--- config.mk ---
export PLATFORM = sky130hd
export DESIGN_NAME = aes128_enc_scheduler
export DESIGN_NICKNAME = d
export VERILOG_FILES = /design/src/rtl/aes128_enc_scheduler.sv
export SDC_FILE = /design/constraint.sdc
export NUM_CORES = 1
export LEC_CHECK = 0
export ABC_AREA = 1
export CELL_PAD_IN_SITES_DETAIL_PLACEMENT = 0
export CELL_PAD_IN_SITES_GLOBAL_PLACEMENT = 2
export CORE_AREA = 3 3 400 402
export CTS_CLUSTER_DIAMETER = 120
export CTS_CLUSTER_SIZE = 25
export DETAILED_ROUTE_END_ITERATION = 7
export DIE_AREA = 0 0 403 405
export PLACE_DENSITY_LB_ADDON = 0.1
export SLEW_MARGIN = 20
export SYNTH_ARGS = -nofsm -noshare
export SYNTH_HDL_FRONTEND = slang
export SYNTH_SLANG_ARGS = --single-unit
export TNS_END_PERCENT = 30
--- constraint.sdc ---
create_clock -name clk -period 1.9 [get_ports clk]
set_input_delay 0.38 -clock clk [delete_from_list [all_inputs] [get_ports clk]]
set_output_delay 0.38 -clock clk [all_outputs]
set_load 0.01 [all_outputs]
--- src/rtl/aes128_enc_scheduler.sv ---
// Round-robin front end that time-shares one external combinational AES-128 core.
// Optional build macro AES_SCHED_ZEROIZE_EN clears core operands on each response handshake.
module aes128_enc_scheduler #(
    parameter int unsigned LATENCY = 4
) (
    input  logic         clk,
    input  logic         rst_n,
    input  logic         req0_valid,
    output logic         req0_ready,
    input  logic [0:127] req0_pt,
    input  logic [0:127] req0_key,
    input  logic         req1_valid,
    output logic         req1_ready,
    input  logic [0:127] req1_pt,
    input  logic [0:127] req1_key,
    output logic [0:127] core_pt,
    output logic [0:127] core_key,
    input  logic [0:127] core_ct,
    output logic         rsp_valid,
    input  logic         rsp_ready,
    output logic [0:127] rsp_ct,
    output logic         rsp_id,
    output logic         busy
);

    localparam logic [1:0] S_IDLE = 2'd0;
    localparam logic [1:0] S_WAIT = 2'd1;
    localparam logic [1:0] S_DONE = 2'd2;

    logic [1:0]   r_state;
    logic [7:0]   r_cnt;
    logic         r_last_grant;
    logic [0:127] r_core_pt;
    logic [0:127] r_core_key;
    logic [0:127] r_rsp_ct;
    logic         r_rsp_valid;
    logic         r_rsp_id;

    logic         w_idle;
    logic         w_any_valid;
    logic         w_grant;
    logic [0:127] w_sel_pt;
    logic [0:127] w_sel_key;

    assign w_idle      = (r_state == S_IDLE);
    assign w_any_valid = req0_valid | req1_valid;

    // On a tie the requester that was not served last wins.
    always_comb begin
        w_grant = 1'b0;
        if (req0_valid && req1_valid) begin
            w_grant = ~r_last_grant;
        end else if (req1_valid) begin
            w_grant = 1'b1;
        end
    end

    assign w_sel_pt  = w_grant ? req1_pt  : req0_pt;
    assign w_sel_key = w_grant ? req1_key : req0_key;

    // rst_n gates the readies so nothing looks accepted while reset is held.
    assign req0_ready = rst_n & w_idle & req0_valid & ~w_grant;
    assign req1_ready = rst_n & w_idle & req1_valid &  w_grant;

    always_ff @(posedge clk or negedge rst_n) begin
        if (!rst_n) begin
            r_state      <= S_IDLE;
            r_cnt        <= '0;
            r_last_grant <= 1'b1;
            r_core_pt    <= '0;
            r_core_key   <= '0;
            r_rsp_ct     <= '0;
            r_rsp_valid  <= 1'b0;
            r_rsp_id     <= 1'b0;
        end else begin
            case (r_state)
                S_IDLE: begin
                    if (w_any_valid) begin
                        r_core_pt    <= w_sel_pt;
                        r_core_key   <= w_sel_key;
                        r_rsp_id     <= w_grant;
                        r_last_grant <= w_grant;
                        r_cnt        <= 8'(LATENCY - 1);
                        r_state      <= S_WAIT;
                    end
                end
                S_WAIT: begin
                    // Core output is a multicycle path; sample only once the count expires.
                    if (r_cnt == '0) begin
                        r_rsp_ct    <= core_ct;
                        r_rsp_valid <= 1'b1;
                        r_state     <= S_DONE;
                    end else begin
                        r_cnt <= r_cnt - 8'd1;
                    end
                end
                S_DONE: begin
                    if (r_rsp_valid && rsp_ready) begin
                        r_rsp_valid <= 1'b0;
                        r_state     <= S_IDLE;
`ifdef AES_SCHED_ZEROIZE_EN
                        r_core_pt   <= '0;
                        r_core_key  <= '0;
`endif
                    end
                end
                default: begin
                    r_state <= S_IDLE;
                end
            endcase
        end
    end

    assign core_pt   = r_core_pt;
    assign core_key  = r_core_key;
    assign rsp_valid = r_rsp_valid;
    assign rsp_ct    = r_rsp_ct;
    assign rsp_id    = r_rsp_id;
    assign busy      = ~w_idle;

endmodule

==> impl_metrics.ini, run 1 <==
[synth]
synth_area_leaders = dfrtp_1 57%, o21ai_1 10%, nand2_1 9.1%
syn-num-nets = 2685
syn_avg_cell_area_um2 = 8.49
yosysTopAreaCell = dfrtp_1
ys_seq_area_frac = 0.574
async_flop_share = 1.00
synthFlopType = dfrtp_1
synth_compound_area_frac = 0.188
synth-simple-area-share = 0.155
yosysUniqueCellTypes = 24
synth_edf_count = 0
synth_seq_cells = 397
synth_most_common_cell = nand2_1
synth_top_family_by_area = compound AO/OA/AOI/OAI gates
synthAdderAreaFrac = 0.00145
synthTopCellsByCount = 418 x nand2_1, 396 x dfrtp_1, 358 x o21ai_1
synthCells = 2038
yosys.area_share.xor_xnor = 0.00152
synth-warning-count = 0
synthMuxAreaShare = 0
yosysTopAreaCellShare = 0.573
netlist_area_um2 = 17300

[timing]
tightest_slew_ns = 0.892
fin_ws_ns = -0.281
finalSetupViolations = 3
fin_crit_ns = 2.18
slew_violations = 0
hold_viol_final = 0
maxClockFrequency_mhz = 458
period_share = 1.15
clock_skew_ns = 0.0202
relSlewSlack = 0.405
rsz0062_at_grt = true

[grt]
grt_pass1_vias = 19734
grt_pass1_wl_um = 161000
grt_util_all_layers = 0.138
overflow = 0
antenna_found_initial = 59
grt_max_degree = 104

[clocking]
cts_tree = built
cts.sinks = 397
cts.path.max_buffers = 3
htreeDepth = 1
cts-root-buf = clkbuf_16
numCtsBuffers = 31
path_clk_slew_ns = 0.11
clock_latency_ns = 0.68

[outcome]
violations = negative setup slack
status = finished, violations left

[setup_path]
worstRegToRegCells = 10
path_delay_family = flip-flops
crit_path_start_kind = register
critPathSlowestCell = dfstp_2
path_depth = 4
worstSetupEndpointType = primary output
crit_arrival_ns = 1.80
path_buf_inv = 2
r2r-start = r_state[1]
cpPeakStageDelay_ns = 0.58
critPathLaunch = r_last_grant
path_class = reg2out
crit_fanout = 2
cp.required_ns = 1.52
path_cells = a21oi_4 > nor4_4 > buf_4 > buf_6

[place]
pre_cts_ws_ns = -0.811
dp_cells = 5109
gp_congestion = 0.797
dpl_cell_area_um2 = 30700
dp.final_hpwl_um = 92500
portBuffers = 1033

[floorplanning]
die-width_um = 403
rows = 145
fp.dieH_um = 405
io_pins = 1034
dieArea_um2 = 163000
design.core.area_um2 = 156000
initial_core_util = 0.111

[detailed_routing]
drt-total-wl_um = 119000
vias_per_cell = 3.58
vias = 18631
wl_per_cell_um = 22.8
route.antenna.remaining_nets = 0
drtIter0Drc = 846
drtPass1Iterations = 5
drc = 0

[power]
p_leak_nw = 14.2
p_per_area_nw_per_um2 = 1430
peakVddDrop_v = 0.000759

[layout]
final_area_um2 = 31800
fin_cells = 5211
syn_to_final_growth_pct = 83.8
drive_gt1_frac = 0.0817
nets = 3745
final_util = 0.203

[min_path]
hold_class = in2reg
hold_depth = 3
min_from = core_ct[76]

[run]
cap_violations = 0
-- layout make-up --
type	instances	area, µm²
multi-input cells	1355	6020
repair buffers	1168	11500
diodes	30	75.1
fillers	17523	125000
flip-flops and latches	397	9960
clock buffers	33	803
inverters	145	564
well taps	2058	2570
clock inverters	25	335
-- worst min-delay path, delay by kind of cell --
| family | cells | cell delay [ns] |
|---|---|---|
| AOI/OAI and AO/OA | 1 | 0.06 |
| buffers and inverters | 2 | 0.45 |
-- worst paths after layout --
kind | end | slack, ns
worst max register to register | core_key[90] | 0.06
max in group asynchronous | core_pt[113] | 0.33
worst min register to register | rsp_ct[3] | 0.48
worst min-delay path | rsp_ct[76] | 0.24
worst max-delay path | req0_ready | -0.28
min in group asynchronous | core_pt[106] | 0.36
-- state kept, by name, summed over array words and instances (netlist names) --
name          cells
r_last_grant      1
rsp_id            1
core_pt         128
rsp_ct          128
rsp_valid         1
r_state           2
r_cnt             8
core_key        128
-- cell families (layout without fill, tap and decap cells) --
family	count (synthesis)	after routing
flip-flops	397	397
AO/OA/AOI/OAI	645	645
AND/OR/NAND/NOR	705	705
buffers and inverters	286	1371
adder cells (fa/ha/maj)	2	2
XOR/XNOR	3	3
other	0	30
-- power by group --
group | internal [mW] | switching [mW] | leakage (nW)
clock network | 3.60 | 4.39 | 0.551
logic | 9.60 | 12.7 | 8.85
registers | 12.7 | 2.57 | 4.82
-- metrics by stage --
stage,total power [mW],hold WS (ns),TNS (ns)
after CTS,46.8,0.151,-1.01
after global placement,40.9,0.467,-103.58
final,45.6,0.237,-0.621
after floorplan,24.4,0.0844,0
after global routing,49.5,0.183,-1.63
after detailed placement,40.9,0.470,-104.02
-- layer usage --
metal / vias to the layer above / GRT usage / routed length (µm)
li1: 8773 / - / -
met1: 8972 / 0.147 / 43800
met2: 674 / 0.244 / 59700
met3: 152 / 0.0632 / 11700
met4: 60 / 0.0411 / 3100
met5: - / 0 / 384
-- placed cells by master, fill, tap and decap left out, types with 27 or more instances in the layout --
cell | synthesis | final
buf_4 | 29 | 94
o21ai_1 | 358 | 358
dlygate4sd2_1 | 0 | 337
nand2_1 | 418 | 416
inv_1 | 137 | 136
clkdlybuf4s15_1 | 0 | 27
o21ai_0 | 284 | 284
buf_12 | 0 | 27
nor2_1 | 271 | 270
dfrtp_1 | 396 | 379
clkdlybuf4s50_1 | 0 | 643
clkbuf_16 | 0 | 34
diode_2 | 0 | 30
-- timing repair --
action / 4_1_cts / 5_1_grt
pin swaps: 3 / 3
cloned: 0 / 3
resized for setup: 486 / 20
endpoints found under the setup margin: 409 / 139
buffers inserted: 9 / 3
hold buffers: 1 / 0
endpoints found under the hold margin: 70 / 0
No activity file was read; power rests on OpenSTA's default activity.
==> run 2, diff against run 1 <==
--- a/config.mk
+++ b/config.mk
@@ -8,11 +8,12 @@
 export ABC_AREA = 1
 export CELL_PAD_IN_SITES_DETAIL_PLACEMENT = 0
 export CELL_PAD_IN_SITES_GLOBAL_PLACEMENT = 2
-export CORE_AREA = 3 3 400 402
+export CORE_AREA = 2 2 399 401
 export CTS_CLUSTER_DIAMETER = 120
 export CTS_CLUSTER_SIZE = 25
 export DETAILED_ROUTE_END_ITERATION = 7
-export DIE_AREA = 0 0 403 405
+export DIE_AREA = 0 0 401 403
+export GPL_ROUTABILITY_DRIVEN = 0
 export PLACE_DENSITY_LB_ADDON = 0.1
 export SLEW_MARGIN = 20
 export SYNTH_ARGS = -nofsm -noshare
==> run 2 against run 1 <==
Effect of this change:
- the run still ends with negative setup slack left
- clock skew rose by 0.029 ns
- sequential share of layout area is 0.51 points lower
- clock power down 7.0%
- critical path depth is 2 higher
- critical path type unchanged
- via count down 0.81%
- power grew 0.31%
- combinational power up 4%
- fmax increased by 5.8%
==> impl_metrics.ini, run 2 (same netlist as run 1, synthesis figures left out) <==
[outcome]
status = finished, violations left
violations = negative setup slack

[layout]
num-fill-cells = 17564
final_common_cell = clkdlybuf4s50_1
nets = 3737
mostFrequentLayoutCells = 643 x clkdlybuf4s50_1, 416 x nand2_1, 393 x dfrtp_1, 358 x o21ai_1, 284 x o21ai_0
drive_gt1_frac = 0.0758
syn_to_final_growth_pct = 86.5

[clocking]
path_clk_slew_ns = 0.11
numCtsBuffers = 30
cts-root-buf = clkbuf_16
cts.sinks = 397
htreeDepth = 1
cts_tree = built
cts.path.max_buffers = 3
clock_latency_ns = 0.68

[timing]
clock_skew_ns = 0.0489
hold_viol_final = 0
period_share = 1.09
tightest_slew_ns = 0.851
maxClockFrequency_mhz = 485
finalSetupViolations = 8
rsz0062_at_grt = true
fin_crit_ns = 2.06
relSlewSlack = 0.433
slew_violations = 0
fin_ws_ns = -0.162

[floorplanning]
io_pins = 1034
design.core.area_um2 = 157000
rows = 146
die-width_um = 401
dieArea_um2 = 162000
initial_core_util = 0.110
fp.dieH_um = 403

[setup_path]
cp.required_ns = 1.52
critPathSlowestCell = dfrtp_1
path_cells = inv_2 > nand2_4 > a21oi_4 > nand2_2 > nor2_2 > buf_2
r2r_slack_ns = -0.02
cpPeakStageDelay_ns = 0.40
crit_path_start_kind = register
path_class = reg2out
critPathLaunch = r_state[1]
cp-endpoint = req1_ready
worstSetupEndpointType = primary output
r2r-start = r_state[1]
worstRegToRegCells = 7
r2r-end = core_key[22]
crit_fanout = 3
crit_arrival_ns = 1.68

[grt]
overflow = 0
grt_pass1_vias = 19367
grt_pass1_wl_um = 159000
grt_max_degree = 110
grt_util_all_layers = 0.137
antenna_found_initial = 48

[detailed_routing]
drc = 0
vias_per_cell = 3.55
drtIter0Drc = 843
drtPass1Iterations = 5
route.antenna.remaining_nets = 0
vias = 18480
wl_per_cell_um = 22.0
drt-total-wl_um = 114000

[power]
p_total_mw = 45.8
p_leak_nw = 15.9
p_per_area_nw_per_um2 = 1420
peakVddDrop_v = 0.000790

[run]
cap_violations = 0

[place]
dp.final_hpwl_um = 89600
pre_cts_ws_ns = -0.513
portBuffers = 1033

[min_path]
hold_class = in2reg
[run 2: cell count changes in the layout (fill, tap and decap cells not counted), sizes merged, moves of 5 or more]
cell and delta:
dlymetal6s2s +199, dlygate4sd2 -191, diode -14, inv -8, clkdlybuf4s15 -6, clkinv +6, buf -5
[run 2: stage by stage]
stage	hold slack [ns]	cells	cell area (µm²)	TNS [ns]	utilization
detailed placement	0.466	5120	30800	-104.71	0.195
finish	0.235	5202	32300	-0.473	0.205
CTS	0.155	5181	31700	-33.72	0.201
floorplan	0.0844	2038	17300	0	-
global placement	0.469	5120	30800	-106.57	0.195
global route	0.188	5197	32300	-14.24	0.205
[run 2: area by class of cell]
| class | count | area [µm²] | area share |
|---|---|---|---|
| Clock inverter | 22 | 238 | 0.00737 |
| Tap cell | 2072 | 2590 | 0.0803 |
| Antenna cell | 16 | 40.0 | 0.00124 |
| Multi-Input combinational cell | 1355 | 6010 | 0.186 |
| Sequential cell | 397 | 9940 | 0.308 |
| Inverter | 145 | 559 | 0.0173 |
| Clock buffer | 34 | 787 | 0.0244 |
| Timing Repair Buffer | 1161 | 12100 | 0.375 |
[run 2: layer usage]
layer,share of wire,GRT usage,up-vias
met2,0.50,0.240,658
met4,0.026,0.0388,64
li1,-,-,8742
met1,0.38,0.151,8864
met3,0.088,0.0552,152
met5,0.0039,0.00238,-
[run 2: critical path, delay by kind of cell (launching register included)]
kind,cells,cell delay [ns]
flops,1,0.40
simple gates,3,0.25
compound gates,1,0.14
buf+inv,2,0.23
[run 2: what timing repair did]
action	4_1_cts	5_1_grt
buffers inserted	6	5
endpoints found under the hold margin	27	0
pin swaps	1	2
endpoints found under the setup margin	635	451
resized for setup	278	205
hold buffers	1	0
[run 2: worst min path at each step]
stage          cells past startpoint         start     endpoint  slack (ns)
2_1_floorplan                      0         rst_n  core_key[0]        0.08
3_3_place_gp                       2     rsp_ct[0]    rsp_ct[0]        0.47
3_5_place_dp                       2        rsp_id       rsp_id        0.47
4_1_cts                            3   core_ct[66]   rsp_ct[66]        0.15
5_1_grt                            3  core_ct[107]  rsp_ct[107]        0.19
6_report                           3   core_ct[62]   rsp_ct[62]        0.23
[run 2: power by group]
| group | switching (mW) | leakage (nW) | internal, mW | total [mW] |
|---|---|---|---|---|
| clock network | 4.15 | 0.499 | 3.28 | 7.43 |
| logic | 12.7 | 10.6 | 10.5 | 23.2 |
| registers | 2.39 | 4.84 | 12.7 | 15.1 |
